<file path="src/rtl/multicycle_control_pkg.sv">
// Shared definitions for the multicycle controller: opcode constants,
// opcode classes, FSM state encoding and ALU control width.
package multicycle_control_pkg;

    localparam int ALU_W = 5;

    localparam logic [5:0] OP_ANDR = 6'b100000;
    localparam logic [5:0] OP_LW   = 6'b100011;
    localparam logic [5:0] OP_SW   = 6'b101011;
    localparam logic [5:0] OP_JR   = 6'b001000;
    localparam logic [5:0] OP_JAL  = 6'b000011;
    localparam logic [5:0] OP_NORR = 6'b100110;
    localparam logic [5:0] OP_NORI = 6'b001110;
    localparam logic [5:0] OP_NOTR = 6'b000100;
    localparam logic [5:0] OP_BLEU = 6'b010000;
    localparam logic [5:0] OP_ROLV = 6'b000000;
    localparam logic [5:0] OP_RORV = 6'b000010;

    // Encodings 5..7 are unused and recover to FETCH.
    typedef enum logic [2:0] {
        FETCH  = 3'd0,
        DECODE = 3'd1,
        EXEC   = 3'd2,
        MEM    = 3'd3,
        WB     = 3'd4
    } state_t;

    // CLS_RI is the immediate-operand member of the R-class (nori):
    // it writes back like the others but selects the immediate ALU source.
    typedef enum logic [2:0] {
        CLS_ILLEGAL = 3'd0,
        CLS_R       = 3'd1,
        CLS_RI      = 3'd2,
        CLS_LW      = 3'd3,
        CLS_SW      = 3'd4,
        CLS_BLEU    = 3'd5,
        CLS_JR      = 3'd6,
        CLS_JAL     = 3'd7
    } opclass_t;

endpackage

</file>
<file path="src/rtl/multicycle_control_if.sv">
// Controller <-> datapath/memory signal bundle.
interface multicycle_control_if;
    import multicycle_control_pkg::*;

    logic [31:0]      ins;
    logic             memReady;
    logic             memReq;
    logic             iorD;
    logic             irWrite;
    logic             pcWrite;
    logic             memWrite;
    logic             memToReg;
    logic             regDst;
    logic             ALUSrc;
    logic             branchEnable;
    logic             jump;
    logic             regWriteEnable;
    logic [ALU_W-1:0] ALUControl;
    logic             illegal;
    logic [2:0]       state;

    modport master (
        input  ins, memReady,
        output memReq, iorD, irWrite, pcWrite, memWrite, memToReg, regDst,
               ALUSrc, branchEnable, jump, regWriteEnable, ALUControl,
               illegal, state
    );

    modport slave (
        output ins, memReady,
        input  memReq, iorD, irWrite, pcWrite, memWrite, memToReg, regDst,
               ALUSrc, branchEnable, jump, regWriteEnable, ALUControl,
               illegal, state
    );

endinterface

</file>
<file path="src/rtl/multicycle_control_opcode_decode.sv">
// Purely combinational opcode classifier.
module opcode_decode
    import multicycle_control_pkg::*;
(
    input  logic [5:0] opcode,
    output opclass_t   opclass,
    output logic       legal
);

    // Map the 6-bit opcode onto its execution class
    always_comb begin
        opclass = CLS_ILLEGAL;
        case (opcode)
            OP_ANDR, OP_NORR, OP_NOTR, OP_ROLV, OP_RORV: opclass = CLS_R;
            OP_NORI: opclass = CLS_RI;
            OP_LW:   opclass = CLS_LW;
            OP_SW:   opclass = CLS_SW;
            OP_BLEU: opclass = CLS_BLEU;
            OP_JR:   opclass = CLS_JR;
            OP_JAL:  opclass = CLS_JAL;
            default: opclass = CLS_ILLEGAL;
        endcase
        legal = (opclass != CLS_ILLEGAL);
    end

endmodule

</file>
<file path="src/rtl/multicycle_control.sv">
// Multicycle processor control FSM: FETCH -> DECODE -> EXEC -> [MEM] -> [WB].
module multicycle_control
    import multicycle_control_pkg::*;
(
    input  logic                 clk,
    input  logic                 reset,
    multicycle_control_if.master bus
);

    state_t           state_q;
    state_t           state_d;
    opclass_t         cls_q;
    opclass_t         dec_cls;
    logic             dec_legal;
    logic [ALU_W-1:0] alu_q;

    opcode_decode u_decode (
        .opcode  (bus.ins[31:26]),
        .opclass (dec_cls),
        .legal   (dec_legal)
    );

    // State register; reset parks the FSM in FETCH
    always_ff @(posedge clk or posedge reset) begin
        if (reset) state_q <= FETCH;
        else       state_q <= state_d;
    end

    // Capture class and ALU code only in DECODE so ins is ignored elsewhere
    always_ff @(posedge clk or posedge reset) begin
        if (reset) begin
            cls_q <= CLS_ILLEGAL;
            alu_q <= '0;
        end else if (state_q == DECODE) begin
            cls_q <= dec_cls;
            alu_q <= bus.ins[31:27];
        end
    end

    assign bus.ALUControl = alu_q;
    assign bus.state      = state_q;

    // Next-state and control outputs; everything is forced low during reset
    always_comb begin
        state_d            = FETCH;
        bus.memReq         = 1'b0;
        bus.iorD           = 1'b0;
        bus.irWrite        = 1'b0;
        bus.pcWrite        = 1'b0;
        bus.memWrite       = 1'b0;
        bus.memToReg       = 1'b0;
        bus.regDst         = 1'b0;
        bus.ALUSrc         = 1'b0;
        bus.branchEnable   = 1'b0;
        bus.jump           = 1'b0;
        bus.regWriteEnable = 1'b0;
        bus.illegal        = 1'b0;
        if (!reset) begin
            case (state_q)
                FETCH: begin
                    bus.memReq = 1'b1;
                    if (bus.memReady) begin
                        bus.irWrite = 1'b1;
                        bus.pcWrite = 1'b1;
                        state_d     = DECODE;
                    end else begin
                        state_d = FETCH;
                    end
                end
                DECODE: begin
                    if (dec_legal) state_d = EXEC;
                    else begin
                        bus.illegal = 1'b1;
                        state_d     = FETCH;
                    end
                end
                EXEC: begin
                    bus.ALUSrc = (cls_q == CLS_RI) || (cls_q == CLS_LW) || (cls_q == CLS_SW);
                    case (cls_q)
                        CLS_R, CLS_RI:  state_d = WB;
                        CLS_LW, CLS_SW: state_d = MEM;
                        CLS_BLEU:       bus.branchEnable = 1'b1;
                        CLS_JR:         bus.jump = 1'b1;
                        CLS_JAL: begin
                            bus.jump           = 1'b1;
                            bus.regWriteEnable = 1'b1;
                        end
                        default:        state_d = FETCH;
                    endcase
                end
                MEM: begin
                    bus.memReq   = 1'b1;
                    bus.iorD     = 1'b1;
                    bus.memWrite = (cls_q == CLS_SW);
                    if (bus.memReady) state_d = (cls_q == CLS_LW) ? WB : FETCH;
                    else              state_d = MEM;
                end
                WB: begin
                    bus.regWriteEnable = 1'b1;
                    bus.regDst         = (cls_q == CLS_R) || (cls_q == CLS_RI);
                    bus.memToReg       = (cls_q == CLS_LW);
                end
                default: state_d = FETCH;
            endcase
        end
    end

endmodule

</file>
<file path="src/flat_wrapper.sv">
// flat-port wrapper written by rule: the top's interface ports become plain ports
module multicycle_control_flat import multicycle_control_pkg::*;
  (clk, reset, bus_ins, bus_memReady, bus_memReq, bus_iorD, bus_irWrite, bus_pcWrite, bus_memWrite, bus_memToReg, bus_regDst, bus_ALUSrc, bus_branchEnable, bus_jump, bus_regWriteEnable, bus_ALUControl, bus_illegal, bus_state);
  multicycle_control_if bus_i ();
  input  logic clk;
  input  logic reset;
  input wire logic [$bits(bus_i.ins)-1:0] bus_ins;
  input wire logic [$bits(bus_i.memReady)-1:0] bus_memReady;
  output wire logic [$bits(bus_i.memReq)-1:0] bus_memReq;
  output wire logic [$bits(bus_i.iorD)-1:0] bus_iorD;
  output wire logic [$bits(bus_i.irWrite)-1:0] bus_irWrite;
  output wire logic [$bits(bus_i.pcWrite)-1:0] bus_pcWrite;
  output wire logic [$bits(bus_i.memWrite)-1:0] bus_memWrite;
  output wire logic [$bits(bus_i.memToReg)-1:0] bus_memToReg;
  output wire logic [$bits(bus_i.regDst)-1:0] bus_regDst;
  output wire logic [$bits(bus_i.ALUSrc)-1:0] bus_ALUSrc;
  output wire logic [$bits(bus_i.branchEnable)-1:0] bus_branchEnable;
  output wire logic [$bits(bus_i.jump)-1:0] bus_jump;
  output wire logic [$bits(bus_i.regWriteEnable)-1:0] bus_regWriteEnable;
  output wire logic [$bits(bus_i.ALUControl)-1:0] bus_ALUControl;
  output wire logic [$bits(bus_i.illegal)-1:0] bus_illegal;
  output wire logic [$bits(bus_i.state)-1:0] bus_state;
  assign bus_i.ins = bus_ins;
  assign bus_i.memReady = bus_memReady;
  assign bus_memReq = bus_i.memReq;
  assign bus_iorD = bus_i.iorD;
  assign bus_irWrite = bus_i.irWrite;
  assign bus_pcWrite = bus_i.pcWrite;
  assign bus_memWrite = bus_i.memWrite;
  assign bus_memToReg = bus_i.memToReg;
  assign bus_regDst = bus_i.regDst;
  assign bus_ALUSrc = bus_i.ALUSrc;
  assign bus_branchEnable = bus_i.branchEnable;
  assign bus_jump = bus_i.jump;
  assign bus_regWriteEnable = bus_i.regWriteEnable;
  assign bus_ALUControl = bus_i.ALUControl;
  assign bus_illegal = bus_i.illegal;
  assign bus_state = bus_i.state;
  multicycle_control u_core (.clk(clk), .reset(reset), .bus(bus_i));
endmodule
</file>
<file path="config.mk">
export PLATFORM = sky130hd
export DESIGN_NAME = multicycle_control_flat
export DESIGN_NICKNAME = d
export VERILOG_FILES = /design/src/rtl/multicycle_control_pkg.sv /design/src/rtl/multicycle_control_if.sv /design/src/rtl/multicycle_control_opcode_decode.sv /design/src/rtl/multicycle_control.sv /design/src/flat_wrapper.sv
export SDC_FILE = /design/constraint.sdc
export NUM_CORES = 1
export LEC_CHECK = 0
export BUFFER_PORTS_ARGS = -buffer_cell sky130_fd_sc_hd__buf_4
export CELL_PAD_IN_SITES_DETAIL_PLACEMENT = 1
export CELL_PAD_IN_SITES_GLOBAL_PLACEMENT = 1
export CORE_ASPECT_RATIO = 0.7
export CORE_MARGIN = 2
export CORE_UTILIZATION = 29
export CTS_BUF_LIST = sky130_fd_sc_hd__clkbuf_4 sky130_fd_sc_hd__clkbuf_8 sky130_fd_sc_hd__clkbuf_16
export DETAILED_ROUTE_END_ITERATION = 12
export PLACE_DENSITY_LB_ADDON = 0.1
export SLEW_MARGIN = 15
export SYNTH_ARGS = -nofsm -noshare
export SYNTH_HDL_FRONTEND = slang
export SYNTH_SLANG_ARGS = --single-unit
export TNS_END_PERCENT = 100
</file>
<file path="constraint.sdc">
create_clock -name clk -period 3.3 [get_ports clk]
set_input_delay 0.66 -clock clk [delete_from_list [all_inputs] [get_ports clk]]
set_output_delay 0.66 -clock clk [all_outputs]
set_load 0.1 [all_outputs]
</file>
== Word-level counts from Yosys, hierarchy flattened ==
Cells that the tools add are included.

* Equality and inequality tests: 21
* Multiplexer cells: 35
* Reductions and logical operators: 11

{| class="wikitable"
|+ Operator list
! kind !! count
|-
| 1-bit two-way mux || 27
|-
| 6-bit equality test (second input constant) || 4
|-
| 3-bit one-hot mux with 7 select lines || 1
|-
| 3-bit equality test (second input constant) || 5
|-
| 3-bit by 2-bit equality test with 1-bit output (second input constant) || 4
|-
| 6-bit by 2-bit equality test with 1-bit output (second input constant) || 2
|-
| 6-bit by 4-bit equality test with 1-bit output (second input constant) || 2
|-
| 3-bit one-hot mux with 4 select lines || 1
|-
| 3-bit two-way mux || 3
|-
| 2-bit OR reduction || 4
|-
| 3-bit by 1-bit equality test with 1-bit output (second input constant) || 2
|-
| 6-bit by 3-bit equality test with 1-bit output (second input constant) || 1
|-
| 6-bit by 5-bit equality test with 1-bit output (second input constant) || 1
|-
| 6-bit logical NOT || 1
|-
| 3-bit one-hot mux with 2 select lines || 1
|-
| 5-bit OR reduction || 1
|-
| 3-bit logical NOT || 1
|-
| 1-bit logical OR || 3
|-
| 3-bit nonzero test || 1
|-
| 2-bit two-way mux || 1
|-
| 1-bit one-hot mux with 2 select lines || 1
|}

* Bits in registers: 11
* Input bits: 35
* Output and inout port bits: 20
* Word-level logic and storage cells: 70

== Logic depth before layout (Yosys ltp) ==
* Word-level depth: 7
* Mapped depth: 6
* Gate-level depth less buffers: 5

== Hierarchy ==
Synthesis repeated with hierarchy kept, for this count alone.

* Cells, all modules: 101
* Area total of the unflattened synthesis: 889.6 um^2

{| class="wikitable"
|+ By module, submodules not included
! module !! instances !! cells each !! area each (um^2) !! seq. area each (um^2)
|-
| multicycle_control || 1 || 67 || 663.1 || 275.3
|-
| opcode_decode || 1 || 34 || 226.5 || 0.0
|}

== Least setup slack after synthesis ==
No wires, ideal clock.

* Path kind: register -> output
* From: register u_core.state_q[0], in the netlist u_core.bus.state[0]
* To: output port bus_memWrite
* Data arrival time: 4.911 ns
* Data required time: 2.640 ns
* Path slack: -2.271 ns
* Stages on the path, launching flop included: 5
* Path buffers: 1
* Cell sequence: dfrtp_1 -> clkbuf_1 -> inv_1 -> nor3_1 -> nor2b_1

* Word-level cells in the longest chain between the ends: 3

{| class="wikitable"
|+ RTL lines
! what !! RTL line !! text
|-
| from (decl) || multicycle_control.sv:10 || <nowiki>state_t state_q;</nowiki>
|-
| from (signal assigned) || multicycle_control.sv:26 || <nowiki>else state_q <= state_d;</nowiki>
|-
| 3-bit by 2-bit equality test with 1-bit output || multicycle_control.sv:59 || <nowiki>case (state_q)</nowiki>
|-
| 1-bit two-way mux || multicycle_control.sv:59 ||
|-
| 1-bit two-way mux || multicycle_control.sv:58 || <nowiki>if (!reset) begin</nowiki>
|-
| to (decl) || flat_wrapper.sv:13 || <nowiki>output wire logic [$bits(bus_i.memWrite)-1:0] bus_memWrite;</nowiki>
|}

No other way between the ends.

== Worst setup path after layout ==
* From: input port bus_ins[31]
* To: output port bus_illegal

* Word-level cells in the longest chain between the ends: 7
* Elaborated cells between the ends (all ways): 17
* Classes of those cells: eq/ne (10); mux (4); reduce/logical (3)

{| class="wikitable"
|+ RTL lines
! what !! RTL line !! text
|-
| from (decl) || flat_wrapper.sv:7 || <nowiki>input wire logic [$bits(bus_i.ins)-1:0] bus_ins;</nowiki>
|-
| 6-bit equality test, or another cell as far along || multicycle_control_opcode_decode.sv:13 || <nowiki>case (opcode)</nowiki>
|-
| 5-bit OR reduction || multicycle_control_opcode_decode.sv:13 ||
|-
| 3-bit one-hot mux with 7 select lines * || multicycle_control_opcode_decode.sv:13 ||
|-
| 3-bit nonzero test * || multicycle_control_opcode_decode.sv:23 || <nowiki>legal = (opclass != CLS_ILLEGAL);</nowiki>
|-
| 1-bit two-way mux * || multicycle_control.sv:71 || <nowiki>if (dec_legal) state_d = EXEC;</nowiki>
|-
| 1-bit two-way mux * || multicycle_control.sv:59 ||
|-
| 1-bit two-way mux * || multicycle_control.sv:58 ||
|-
| to (decl) || flat_wrapper.sv:21 || <nowiki>output wire logic [$bits(bus_i.illegal)-1:0] bus_illegal;</nowiki>
|}

Every way passes the cells marked *; elsewhere a longest branch is shown, timed or not.

==> summary.txt <==
Placed design
  • Placed wire-length estimate after detailed placement: 1.77 mm
  • Count of input and output buffers: 28
  • Setup WS pre-CTS: 0.666 ns
  • Cell count after placement: 154
  • Final Wtd Congestion: 0.770

Clock network
  • TritonCTS clock tree: built
  • Number of sinks driven by the clock tree: 11
  • CTS HTree Levels: 1
  • CTS max path bufs: 2
  • Clock latency at the later pin of the worst-skew pair: 0.25 ns
  • CTS Buf Count: 3
  • Number of gates resized after cts: 0
  • CTS root buffer: clkbuf_8
  • Post-CTS Setup Repair Bufs: 0
  • Clock-pin slew reported for the worst setup and hold paths after clock tree synthesis: 0.05 ns
  • Number of hold buffers added after cts: 0

Critical path
  • Slack of the worst reg-to-reg path: 1.84 ns
  • CP endpoint kind: primary output
  • Worst path required time: 2.64 ns
  • Crit path arrival time: 1.98 ns
  • Type of origin of the critical path: primary input
  • Critical path fanouts, max: 9
  • Path type of the worst setup path: in2out
  • Worst reg-to-reg path cell count: 3

Layout
  • Synthesis-to-finish area growth: 34.8%
  • Post-route non-filler standard cell count: 158
  • Most frequent cells in the layout: buf_4 (28), nand2_1 (14), dfrtp_1 (11)
  • Most common library cell in the layout ignoring fill and taps: buf_4
  • Post-Route Utilization: 0.427
  • Antenna cells: 0
  • Nets: 160
  • Fill cell total of the finished layout: 304
  • Multi-input logic area: 489 sq um
  • Layout cells sized above 1: 0.339
  • Flip-flop and latch area: 275 sq um

Pwr
  • Switching power of the nets: 242 uW
  • Clock share of power: 0.275
  • Switching part of the total: 0.448
  • Power, Total: 542 uW
  • VDD IR max: 0.000320 V
  • Pleak: 0.464 nW
  • Sequential power share: 0.310
  • Total power per unit cell area: 501 nW/um^2
  • Internal Pwr Total: 299 uW
  • Comb pwr share: 0.415

Run
  • Total of max-cap violations: 0

Timing
  • Final worst path period need: 2.64 ns
  • Post-Route Skew: 0.00313 ns
  • Part of the cycle the worst path needs: 0.799
  • Final sum of negative setup slack: 0 ns
  • Pins over their slew limit: 0
  • Setup-failing EPs final: 0
  • Hold violation count in the final report: 0
  • Worst slew pin tran: 0.424 ns
  • Unrepaired setup endpoints after global routing: no
  • Max Clk Rate: 379 MHz
  • Worst slew margin relative to its limit: 0.717
  • Setup WS post-layout: 0.663 ns

Status
  • Run status: complete, no violations

Detailed routing
  • Total number of vias: 813
  • Number of DRC markers in iteration 0: 36
  • Antenna viol nets, final: 0
  • Drt pass-1 iters: 4
  • Average detailed-routed wire length per instance: 14.5 um
  • Via density per instance: 5.15
  • Residual DRC: 0
  • Final routed wirelength across all metal layers: 2.29 mm

GRT
  • Number of antenna violations at the first check in global routing: 0
  • First-pass GRT wire length: 3.89 mm
  • Residual overflow from global routing: 0
  • Largest net degree at the start of global routing: 13
  • Via count of the first global-routing pass: 794
  • Global router's overall resource usage: 0.171

Logic synthesis
  • Warning count from the yosys run: 0
  • Proportion of register bits with asynchronous set or reset after synthesis: 1.00
  • Sequential area share after synthesis: 0.343
  • Cells after synthesis: 104
  • Net Count, Synth: 139
  • Synth cell types: 31
  • Number of flops mapped to enable cells by yosys: 0
  • Synthesized area divided by synthesized cell count: 7.71 sq um
  • Netlist Area Pre-Place: 802 sq um
  • Yosys reg bits: 11
  • Primary FF master, synth: dfrtp_1

Floorplanning
  • Total Die Area: 3210 sq um
  • Horiz. Die Dim: 66.9 um
  • I/O pin count: 55
  • Vertical die dimension: 48 um
  • CORE AREA: 2530 sq um
  • Initial core utilization: 0.317
  • Number of placement rows: 15

Worst hold path
  • Class of the most critical hold timing path: in2async
[final timing paths]
| kind | end | from |
|---|---|---|
| max reg2reg | u_core.bus.ALUControl[4] | u_core.bus.state[1] |
| min | u_core.bus.state[2] | reset |
| max | bus_illegal | bus_ins[31] |
| min in group clk | u_core.bus.ALUControl[2] | u_core.bus.ALUControl[2] |
| min reg2reg | u_core.bus.ALUControl[2] | u_core.bus.ALUControl[2] |
| max in group asynchronous | u_core.bus.ALUControl[4] | reset |
[cell usage after synthesis, drive strengths merged (2+ instances only)]
| cell | n | area (sq um) |
|---|---|---|
| a21oi | 4 | 20.0 |
| and3 | 2 | 12.5 |
| buf | 5 | 33.8 |
| clkbuf | 7 | 26.3 |
| dfrtp | 11 | 275 |
| inv | 4 | 15.0 |
| mux2 | 4 | 45.0 |
| nand2 | 14 | 52.6 |
| nand2b | 4 | 25.0 |
| nand3 | 3 | 15.0 |
| nor2 | 8 | 30.0 |
| nor2b | 3 | 18.8 |
| nor3 | 9 | 45.0 |
| o21ai | 6 | 30.0 |
| o31ai | 4 | 30.0 |
| xnor2 | 3 | 26.3 |
[state kept, by name, indices dropped and copies added, names as in the netlist]
| name | cells |
|---|---|
| u_core.bus.ALUControl | 5 |
| u_core.bus.state | 3 |
| u_core.cls_q | 3 |
[worst max-delay path, cell delays in order]
cell     delay (ns)
buf_4          0.15
nor2b_1        0.14
o32ai_1        0.29
nand2_1        0.11
o211a_1        0.22
and3b_1        0.17
buf_4          0.23
[cells by family (layout without fill, tap and decap cells)]
kind of cell | after synthesis | count (layout) | synth area share
DFF | 11 | 11 | 0.343
AOI/OAI and AO/OA | 21 | 21 | 0.169
and+or+nand+nor | 49 | 49 | 0.306
muxes | 4 | 4 | 0.0562
xor gates and xnor gates | 3 | 3 | 0.0328
buffers and inverters | 16 | 36 | 0.0936
[per-layer routing]
metal,vias up,GRT usage,share of wire
li1,398,-,-
met4,0,0.0653,0.013
met3,4,0.0494,0.038
met5,-,0,0
met2,17,0.266,0.44
met1,394,0.231,0.51
[power by group through the flow]
stage	combinational (mW)	sequential (mW)	clock [mW]
floorplan	0.0904	0.259	0
global placement	0.223	0.169	0
detailed placement	0.226	0.171	0
CTS	0.226	0.168	0.154
global route	0.238	0.172	0.159
finish	0.224	0.168	0.149
[per-stage QoR]
stage / instance area [sq um] / hold WS, ns
2_1_floorplan: 840 / 0.512
3_3_place_gp: 1030 / 0.463
3_5_place_dp: 1030 / 0.480
4_1_cts: 1080 / 0.457
5_1_grt: 1080 / 0.481
6_report: 1080 / 0.442
[area by class of cell]
class                      count  share of cell area
timing repair buffer          28               0.194
clock buffer                   4              0.0451
sequential                    11               0.255
tap                           34              0.0394
inverter                       4              0.0139
multi-input combinational     77               0.453
Power figures use the tool's default switching activity.
